==> src/rtl/fetch_group_seq_if.sv <==
// Fetch sequencer bus bundle: redirect input, imem request/response, decode group output.
interface fetch_group_seq_if;
  localparam int unsigned LANES  = 8;
  localparam int unsigned GRP_W  = LANES * 32;

  logic               redirect_valid;
  logic [31:0]        redirect_pc;
  logic               imem_req;
  logic [31:0]        imem_addr;
  logic               imem_ready;
  logic [GRP_W-1:0]   imem_data;
  logic               grp_valid;
  logic               grp_ready;
  logic [GRP_W-1:0]   grp_pc;
  logic [GRP_W-1:0]   grp_instr;
  logic [LANES-1:0]   grp_mask;
  logic               grp_br_taken;

  // Sequencer side
  modport master (
    input  redirect_valid, redirect_pc, imem_ready, imem_data, grp_ready,
    output imem_req, imem_addr, grp_valid, grp_pc, grp_instr, grp_mask, grp_br_taken
  );

  // Memory / decode / back-end side
  modport slave (
    output redirect_valid, redirect_pc, imem_ready, imem_data, grp_ready,
    input  imem_req, imem_addr, grp_valid, grp_pc, grp_instr, grp_mask, grp_br_taken
  );
endinterface

==> src/rtl/fetch_group_seq.sv <==
// 8-wide fetch group sequencer: requests groups, trims at first unconditional
// branch (beq $0,$0), computes next base PC, hands groups to decode.
module fetch_group_seq #(
  parameter int unsigned LANES    = 8,
  parameter logic [31:0] RESET_PC = 32'h0000_0000
) (
  input  logic             clk,
  input  logic             rst,
  fetch_group_seq_if.master bus
);
  localparam int unsigned GRP_W      = LANES * 32;
  localparam logic [15:0] UNCOND_BR  = 16'h1000;
  localparam logic [31:0] GROUP_STEP = 32'(LANES * 4);

  typedef enum logic [1:0] {IDLE, REQ, HOLD} state_t;

  state_t             state;
  logic [31:0]        base;
  logic [31:0]        next_base;
  logic               grp_valid;
  logic [GRP_W-1:0]   grp_pc;
  logic [GRP_W-1:0]   grp_instr;
  logic [LANES-1:0]   grp_mask;
  logic               grp_br_taken;

  logic [GRP_W-1:0]   lane_pc;
  logic               br_found;
  logic [2:0]         br_lane;
  logic [LANES-1:0]   scan_mask;
  logic [31:0]        br_instr;
  logic [31:0]        br_offset;
  logic [31:0]        scan_next;

  // Lane PCs relative to the current base, modulo 2^32
  always_comb begin
    lane_pc = '0;
    for (int unsigned k = 0; k < LANES; k++) begin
      lane_pc[32*k +: 32] = base + 32'(4 * k);
    end
  end

  // Find lowest unconditional branch lane in the incoming group and derive mask / next base
  always_comb begin
    br_found  = 1'b0;
    br_lane   = 3'd0;
    scan_mask = '0;
    for (int unsigned k = 0; k < LANES; k++) begin
      if (!br_found && (bus.imem_data[32*k+16 +: 16] == UNCOND_BR)) begin
        br_found = 1'b1;
        br_lane  = 3'(k);
      end
    end
    for (int unsigned k = 0; k < LANES; k++) begin
      scan_mask[k] = !br_found || (3'(k) <= br_lane);
    end
    br_instr  = bus.imem_data[32*br_lane +: 32];
    br_offset = {{14{br_instr[15]}}, br_instr[15:0], 2'b00};
    scan_next = br_found ? (base + {27'd0, br_lane, 2'b00} + 32'd4 + br_offset)
                         : (base + GROUP_STEP);
  end

  // Sequencer state, base PC and registered group outputs
  always_ff @(posedge clk) begin
    if (rst) begin
      state        <= IDLE;
      base         <= RESET_PC;
      next_base    <= RESET_PC;
      grp_valid    <= 1'b0;
      grp_pc       <= '0;
      grp_instr    <= '0;
      grp_mask     <= '0;
      grp_br_taken <= 1'b0;
    end else if (bus.redirect_valid) begin
      // Redirect squashes any in-flight handshake on this edge
      state     <= REQ;
      base      <= bus.redirect_pc & 32'hFFFF_FFFC;
      grp_valid <= 1'b0;
      grp_mask  <= '0;
    end else begin
      unique case (state)
        IDLE: begin
          state <= REQ;
        end
        REQ: begin
          if (bus.imem_ready) begin
            state        <= HOLD;
            grp_valid    <= 1'b1;
            grp_pc       <= lane_pc;
            grp_instr    <= bus.imem_data;
            grp_mask     <= scan_mask;
            grp_br_taken <= br_found;
            next_base    <= scan_next;
          end
        end
        HOLD: begin
          if (bus.grp_ready) begin
            state     <= REQ;
            base      <= next_base;
            grp_valid <= 1'b0;
          end
        end
        default: begin
          state <= IDLE;
        end
      endcase
    end
  end

  // Outputs come straight from registers or from the state decode
  assign bus.imem_req     = (state == REQ);
  assign bus.imem_addr    = base;
  assign bus.grp_valid    = grp_valid;
  assign bus.grp_pc       = grp_pc;
  assign bus.grp_instr    = grp_instr;
  assign bus.grp_mask     = grp_mask;
  assign bus.grp_br_taken = grp_br_taken;

endmodule

==> src/flat_wrapper.sv <==
// flat-port wrapper written by rule: the top's interface ports become plain ports
module fetch_group_seq_flat 
#(
  parameter int unsigned LANES    = 8,
  parameter logic [31:0] RESET_PC = 32'h0000_0000
)
  (clk, rst, bus_redirect_valid, bus_redirect_pc, bus_imem_ready, bus_imem_data, bus_grp_ready, bus_imem_req, bus_imem_addr, bus_grp_valid, bus_grp_pc, bus_grp_instr, bus_grp_mask, bus_grp_br_taken);
  fetch_group_seq_if bus_i ();
  input  logic clk;
  input  logic rst;
  input wire logic [$bits(bus_i.redirect_valid)-1:0] bus_redirect_valid;
  input wire logic [$bits(bus_i.redirect_pc)-1:0] bus_redirect_pc;
  input wire logic [$bits(bus_i.imem_ready)-1:0] bus_imem_ready;
  input wire logic [$bits(bus_i.imem_data)-1:0] bus_imem_data;
  input wire logic [$bits(bus_i.grp_ready)-1:0] bus_grp_ready;
  output wire logic [$bits(bus_i.imem_req)-1:0] bus_imem_req;
  output wire logic [$bits(bus_i.imem_addr)-1:0] bus_imem_addr;
  output wire logic [$bits(bus_i.grp_valid)-1:0] bus_grp_valid;
  output wire logic [$bits(bus_i.grp_pc)-1:0] bus_grp_pc;
  output wire logic [$bits(bus_i.grp_instr)-1:0] bus_grp_instr;
  output wire logic [$bits(bus_i.grp_mask)-1:0] bus_grp_mask;
  output wire logic [$bits(bus_i.grp_br_taken)-1:0] bus_grp_br_taken;
  assign bus_i.redirect_valid = bus_redirect_valid;
  assign bus_i.redirect_pc = bus_redirect_pc;
  assign bus_i.imem_ready = bus_imem_ready;
  assign bus_i.imem_data = bus_imem_data;
  assign bus_i.grp_ready = bus_grp_ready;
  assign bus_imem_req = bus_i.imem_req;
  assign bus_imem_addr = bus_i.imem_addr;
  assign bus_grp_valid = bus_i.grp_valid;
  assign bus_grp_pc = bus_i.grp_pc;
  assign bus_grp_instr = bus_i.grp_instr;
  assign bus_grp_mask = bus_i.grp_mask;
  assign bus_grp_br_taken = bus_i.grp_br_taken;
  fetch_group_seq #(.LANES(LANES), .RESET_PC(RESET_PC)) u_core (.clk(clk), .rst(rst), .bus(bus_i));
endmodule
==> config.mk <==
export PLATFORM = sky130hd
export DESIGN_NAME = fetch_group_seq_flat
export DESIGN_NICKNAME = d
export VERILOG_FILES = /design/src/rtl/fetch_group_seq_if.sv /design/src/rtl/fetch_group_seq.sv /design/src/flat_wrapper.sv
export SDC_FILE = /design/constraint.sdc
export NUM_CORES = 2
export LEC_CHECK = 0
export CAP_MARGIN = 20
export CORE_AREA = 5 5 328 330
export CTS_CLUSTER_SIZE = 16
export DETAILED_ROUTE_END_ITERATION = 7
export DIE_AREA = 0 0 333 335
export HOLD_SLACK_MARGIN = 0.03
export PLACE_DENSITY_LB_ADDON = 0.08
export SLEW_MARGIN = 20
export SYNTH_ARGS = -nofsm -noshare
export SYNTH_HDL_FRONTEND = slang
export SYNTH_SLANG_ARGS = --single-unit
==> constraint.sdc <==
create_clock -name clk -period 6.4 [get_ports clk]
set_input_delay 1.28 -clock clk [delete_from_list [all_inputs] [get_ports clk]]
set_output_delay 1.28 -clock clk [all_outputs]
set_load 0.1 [all_outputs]
Yosys cells after proc, flatten, opt, wreduce, memory -nomap -nowiden
Index checks and enable logic that the tools add are counted.
{"block": "op_classes", "add_sub_neg": 11, "n_shift": 1, "n_lt_le_gt_ge": 8, "muxes": 26, "n_eq_ne": 14, "n_bitwise": 1, "reduce_logical": 35}
{"operator": "indexed part select 256 x 9 -> 16 bit", "n": 1}
{"operator": "adder 32 x 5 -> 32 bit, second input constant", "n": 4}
{"operator": "== test 16 x 13 -> 1 bit, second input constant", "n": 8}
{"operator": "2-to-1 mux 32 bit", "n": 4}
{"operator": "adder 32 x 3 -> 32 bit, second input constant", "n": 2}
{"operator": "adder 32 x 4 -> 32 bit, second input constant", "n": 2}
{"operator": "adder 32 bit", "n": 1}
{"operator": "adder 32 x 5 -> 32 bit", "n": 1}
{"operator": "adder 32 x 6 -> 32 bit, second input constant", "n": 1}
{"operator": "less-or-equal comparator 3 bit, first input constant", "n": 4}
{"operator": "2-to-1 mux 1 bit", "n": 12}
{"operator": "2-to-1 mux 3 bit", "n": 4}
{"operator": "AND reduction 2 bit", "n": 5}
{"operator": "logical NOT 1 bit", "n": 8}
{"operator": "logical OR 1 bit", "n": 8}
{"operator": "2-to-1 mux 2 bit", "n": 4}
{"operator": "logical AND 1 bit", "n": 7}
{"operator": "less-or-equal comparator 1 x 3 -> 1 bit, first input constant", "n": 2}
{"operator": "less-or-equal comparator 2 x 3 -> 1 bit, first input constant", "n": 2}
{"operator": "inequality test 3 bit, second input constant", "n": 2}
{"operator": "one-hot mux 2 bit (3 select lines)", "n": 1}
{"operator": "AND reduction 3 bit", "n": 2}
{"operator": "nonzero test 2 bit", "n": 3}
{"operator": "inequality test 2 bit, second input constant", "n": 2}
{"operator": "other kinds (6)", "n": 6}
{"block": "word_totals", "wordCells": 106, "input_bits": 293, "reg_bits": 588, "out_inout_bits": 555}

Logic depth before layout (Yosys ltp)
{"block": "logic_depth", "word_depth": 27, "mapped_depth": 24, "mapped_depth_nobuf": 23}

Worst setup path after synthesis
No wires, ideal clock.
{"block": "synth_path", "kind": "input -> register", "start": "input port bus_imem_data[27]", "end": "register u_core.next_base[17]", "n_path_buf": 1, "t_arrival_ps": 6184, "setup_time_ps": 132, "slack_ps": 84, "path_stages": 23, "required_time_ps": 6268, "cell_sequence": "nor4b_1 > nand4_1 > nand4b_1 > nor2b_2 > clkinv_1 > clkbuf_1 > o221ai_1 > a21oi_1 > nor2_1 > fa_1 > inv_1 > ha_1 > ha_1 > fa_1 > a211o_1 > a2111oi_2 > a211oi_1 > a31o_1 > a21o_1 > a211oi_1 > nor3_1 > a211oi_1 > nor3_1"}
{"block": "synth_between", "elab_chain_cells": 27, "word_cells_on_any_way": 35, "cone_classes": "add/sub: 3; eq/ne: 1; shift: 1; mux: 16; reduce/logical: 14"}
{"item": "from (decl)", "line": "flat_wrapper.sv:14", "rtl": "input wire logic [$bits(bus_i.imem_data)-1:0] bus_imem_data;"}
{"item": "== test 16 x 13 -> 1 bit *", "line": "fetch_group_seq.sv:48", "rtl": "if (!br_found && (bus.imem_data[32*k+16 +: 16] == UNCOND_BR)) begin"}
{"item": "2-to-1 mux 1 bit *", "line": "fetch_group_seq.sv:48"}
{"item": "logical NOT 1 bit", "line": "fetch_group_seq.sv:48"}
{"item": "logical AND 1 bit", "line": "fetch_group_seq.sv:48"}
{"item": "2-to-1 mux 1 bit", "line": "fetch_group_seq.sv:48"}
{"item": "logical NOT 1 bit", "line": "fetch_group_seq.sv:48"}
{"item": "logical AND 1 bit", "line": "fetch_group_seq.sv:48"}
{"item": "2-to-1 mux 1 bit", "line": "fetch_group_seq.sv:48"}
{"item": "[11 not listed]"}
{"item": "2-to-1 mux 1 bit", "line": "fetch_group_seq.sv:48"}
{"item": "logical NOT 1 bit", "line": "fetch_group_seq.sv:48"}
{"item": "logical AND 1 bit", "line": "fetch_group_seq.sv:48"}
{"item": "2-to-1 mux 3 bit", "line": "fetch_group_seq.sv:48"}
{"item": "adder 32 x 5 -> 32 bit", "line": "fetch_group_seq.sv:58", "rtl": "scan_next = br_found ? (base + {27'd0, br_lane, 2'b00} + 32'd4 + br_offset)"}
{"item": "adder 32 x 3 -> 32 bit", "line": "fetch_group_seq.sv:58"}
{"item": "adder 32 bit", "line": "fetch_group_seq.sv:58"}
{"item": "2-to-1 mux 32 bit *", "line": "fetch_group_seq.sv:58"}
{"item": "to (signal assigned)", "line": "fetch_group_seq.sv:92", "rtl": "next_base <= scan_next;"}
{"item": "to (decl)", "line": "fetch_group_seq.sv:19", "rtl": "logic [31:0] next_base;"}
Every way passes the cells marked *; elsewhere a longest branch is shown, timed or not.
A chain may end at the register's enable or synchronous reset.

Final worst setup path
{"block": "layout_path", "start": "input port bus_imem_data[217]", "end": "register u_core.next_base[30]"}
{"block": "layout_between", "elab_chain_cells": 10, "word_cells_on_any_way": 13, "cone_classes": "add/sub: 3; eq/ne: 1; shift: 1; mux: 5; reduce/logical: 3"}
{"item": "== test 16 x 13 -> 1 bit *", "line": "fetch_group_seq.sv:48"}
{"item": "logical AND 1 bit *", "line": "fetch_group_seq.sv:48"}
{"item": "2-to-1 mux 1 bit", "line": "fetch_group_seq.sv:48"}
{"item": "logical NOT 1 bit", "line": "fetch_group_seq.sv:48"}
{"item": "logical AND 1 bit", "line": "fetch_group_seq.sv:48"}
{"item": "2-to-1 mux 3 bit", "line": "fetch_group_seq.sv:48"}
{"item": "adder 32 x 5 -> 32 bit", "line": "fetch_group_seq.sv:58"}
{"item": "adder 32 x 3 -> 32 bit", "line": "fetch_group_seq.sv:58"}
{"item": "adder 32 bit", "line": "fetch_group_seq.sv:58"}
{"item": "2-to-1 mux 32 bit *", "line": "fetch_group_seq.sv:58"}
Marked as above.

==> reports/results.ini <==
[floorplanning]
ios = 848
rows = 119
die_h_um = 335
start_util_pct = 25.7
placeableCoreArea_mm2 = 0.105
dieArea_mm2 = 0.112
die_w_um = 333

[power]
p_seq_share_pct = 35.8
switching_share_pct = 33.5
switchingPower_w = 0.00350
pwr-share-comb_pct = 22.7
cellLeakagePower_nw = 15.0
powerDensity_mw_per_mm2 = 257
p_int_w = 0.00693
irDropWorstVdd_mv = 0.196
clock_power_share_pct = 41.5

[clock_network]
path_clk_slew_ns = 0.05
cts.sinks = 562
clock_latency_ns = 0.64
htreeDepth = 3
clockBufferDepth = 3
clock-root-buffer = clkbuf_16
cts_buffers = 73
cts_tree = built

[critical_path]
crit_path_end_kind = flip-flop
cp_slowest_cell = o41a_1
critPathMaxFanout = 8
cp.arrival_ns = 6.76
critPathLaunchType = input port
crit_type = in -> reg
path_buf_inv = 6
path_delay_family = compound AO/OA/AOI/OAI gates
critPathMaxStageDelay_ns = 0.48
required_ns = 6.92

[global_routing]
grt_use_total_pct = 25.5
grt_overflow = 0
grt_pass1_wl_um = 208000
grt_pass1_vias = 26921
grt_start_max_net_pins = 212
antenna_found_initial = 38

[layout]
drive_above_1_share_pct = 10.8
n_fill_cell = 10977
area_growth_syn_to_layout_pct = 51.2
fin_area_mm2 = 0.0406
final_nets = 4585
postLayoutCoreUtil_pct = 38.8

[yosys]
ys_seq_area_share_pct = 41.9
synthTopCellsByArea = dfxtp_1 (42%), nand2_1 (11%), a21oi_1 (7.7%), nor2_1 (4.8%), a211oi_1 (4.6%)
ys_async_sr_fraction_pct = 0
syn_nets = 3778
syn_area_mm2 = 0.0269
synth_cells = 3388
yosys.area.top_type = dfxtp_1
postSynthAreaPerCell_um2 = 7.93
synth_cell_types = 67
yosysWarnings = 0
synth-edff-count = 0
synth_ff_type = dfxtp_1
synth_top_cell_area_share_pct = 41.9
synth_seq_cells = 562

[sta]
hold_viol = 0
period_share_pct = 97.5
fin_crit_ns = 6.24
finalSetupTns_ns = 0
drv_slew = 0
worst_pin_slew_ns = 1.21
relSlewSlack_pct = 18.9
fmax_mhz = 160
skew_ns = 0.0168
setup_viol_count_final = 0
hold-worst-slack_ns = 0.451

[place]
portBuffers = 845
dpl_cell_area_mm2 = 0.0372
gp_congestion = 0.878
hpwl_um = 114000

[status]
status = complete, no violations

[detailed_routing]
wl_per_cell_um = 26.6
drcViolationCount = 0
vias_per_cell = 4.87
drt_wl_total_um = 150000
num_vias = 27493
drt_first_pass_iters = 5
postRouteAntennaNets = 0
first_iter_violations = 1695

[min_path]
hp-class = reg -> reg

[run]
maxCapViolations = 0

[worst paths after layout]
check	startpoint	endpoint	slack [ns]	depth (start not counted)
worst max-delay path	bus_imem_data[217]	u_core.next_base[30]$_SDFFE_PP0P_	0.16	26
worst min-delay path	u_core.bus.grp_instr[164]$_SDFFE_PP0P_	u_core.bus.grp_instr[164]$_SDFFE_PP0P_	0.45	2
worst max register to register	u_core.bus.imem_addr[6]$_SDFFE_PP0P_	u_core.bus.grp_pc[212]$_SDFFE_PP0P_	2.24	9
worst min register to register	u_core.bus.grp_instr[164]$_SDFFE_PP0P_	u_core.bus.grp_instr[164]$_SDFFE_PP0P_	0.45	2
[worst min-delay path: cells and delay by family (launching register included)]
family / cells / cell delay, ns
simple gates: 1 / 0.05
compound gates: 1 / 0.05
flops: 1 / 0.30
[cells in the final DEF, fill, tap and decap left out, types with 15 or more instances in the layout]
cell type / instances
nor2_1: 341
buf_4: 219
nor4_2: 17
clkbuf_1: 16
a211oi_1: 160
a21o_1: 16
o211ai_1: 15
xor2_1: 106
o21ai_0: 43
dlymetal6s2s_1: 67
a311oi_1: 28
xnor2_1: 99
dfxtp_1: 562
clkbuf_16: 74
inv_1: 17
nand4_1: 17
a21oi_1: 408
nor3_1: 32
nand3_1: 34
mux2i_1: 53
or3_1: 36
clkdlybuf4s50_1: 750
nand2_1: 759
ha_1: 79
[cell usage after synthesis, types with 15 or more instances]
| master | number |
|---|---|
| a311oi_1 | 29 |
| xor2_1 | 106 |
| inv_1 | 19 |
| clkbuf_1 | 231 |
| o21ai_0 | 45 |
| o221ai_1 | 19 |
| a211oi_1 | 166 |
| ha_1 | 94 |
| buf_1 | 22 |
| o211ai_1 | 15 |
| a21oi_1 | 412 |
| nor4_1 | 27 |
| nand2_1 | 760 |
| xnor2_1 | 99 |
| nor2_1 | 347 |
| nand4_1 | 17 |
| buf_4 | 61 |
| nand3_1 | 34 |
| mux2i_1 | 62 |
| nor3_1 | 35 |
| or3_1 | 36 |
| dfxtp_1 | 562 |
| a21o_1 | 16 |
[area by class of cell]
type / count / area, um2 / area share (%)
Antenna cell: 10 / 25.0 / 0.0616
Sequential cell: 562 / 11300 / 27.7
Tap cell: 1391 / 1740 / 4.29
Clock inverter: 25 / 379 / 0.934
Multi-Input combinational cell: 2481 / 14700 / 36.3
Timing Repair Buffer: 1057 / 10300 / 25.5
Clock buffer: 101 / 2060 / 5.08
Inverter: 20 / 75.1 / 0.185
[power groups by stage]
stage	registers (W)	logic (W)	clock network [W]
2_1_floorplan	0.00461	0.000670	0
3_3_place_gp	0.00380	0.00233	0
3_5_place_dp	0.00381	0.00232	0
4_1_cts	0.00373	0.00235	0.00445
5_1_grt	0.00374	0.00247	0.00459
6_report	0.00373	0.00236	0.00433
[kinds of logic after synthesis]
group                    Yosys count  share of synthesized area [%]
adder cells (fa/ha/maj)           97                           4.60
buffers and inverters            345                           5.73
flip-flops                       562                           41.9
AO/OA/AOI/OAI                    778                           17.9
AND/OR/NAND/NOR                 1337                           20.8
multiplexers                      64                           2.39
XOR/XNOR                         205                           6.69
[registers in the layout, indices dropped and copies added, names as in the netlist]
name                     count
u_core.bus.grp_pc          232
u_core.state                 2
u_core.bus.grp_instr       256
u_core.bus.grp_br_taken      1
u_core.bus.grp_valid         1
u_core.bus.grp_mask          8
u_core.next_base            30
u_core.bus.imem_addr        32
[what timing repair did]
item	in CTS	in global routing
buffers inserted	5	7
pin swaps	24	63
gates resized for setup	46	133
endpoints found under the setup margin	15	16
hold buffers	0	0
[metrics by stage]
| stage | worst slack (ns) | power [W] | cells |
|---|---|---|---|
| 4_1_cts | 0.0105 | 0.0105 | 5630 |
| 5_1_grt | -0.0612 | 0.0108 | 5644 |
| 3_5_place_dp | -1.05 | 0.00613 | 5499 |
| 6_report | 0.160 | 0.0104 | 5647 |
| 3_3_place_gp | -0.971 | 0.00613 | 5499 |
| 2_1_floorplan | 0.0844 | 0.00528 | 3388 |
[routing by layer]
metal,wire (um),global-route usage [%]
met5,92,0
met4,5630,7.98
met3,10200,6.71
met2,74200,45.0
met1,60200,30.2
(Power assumes the default switching activity.)
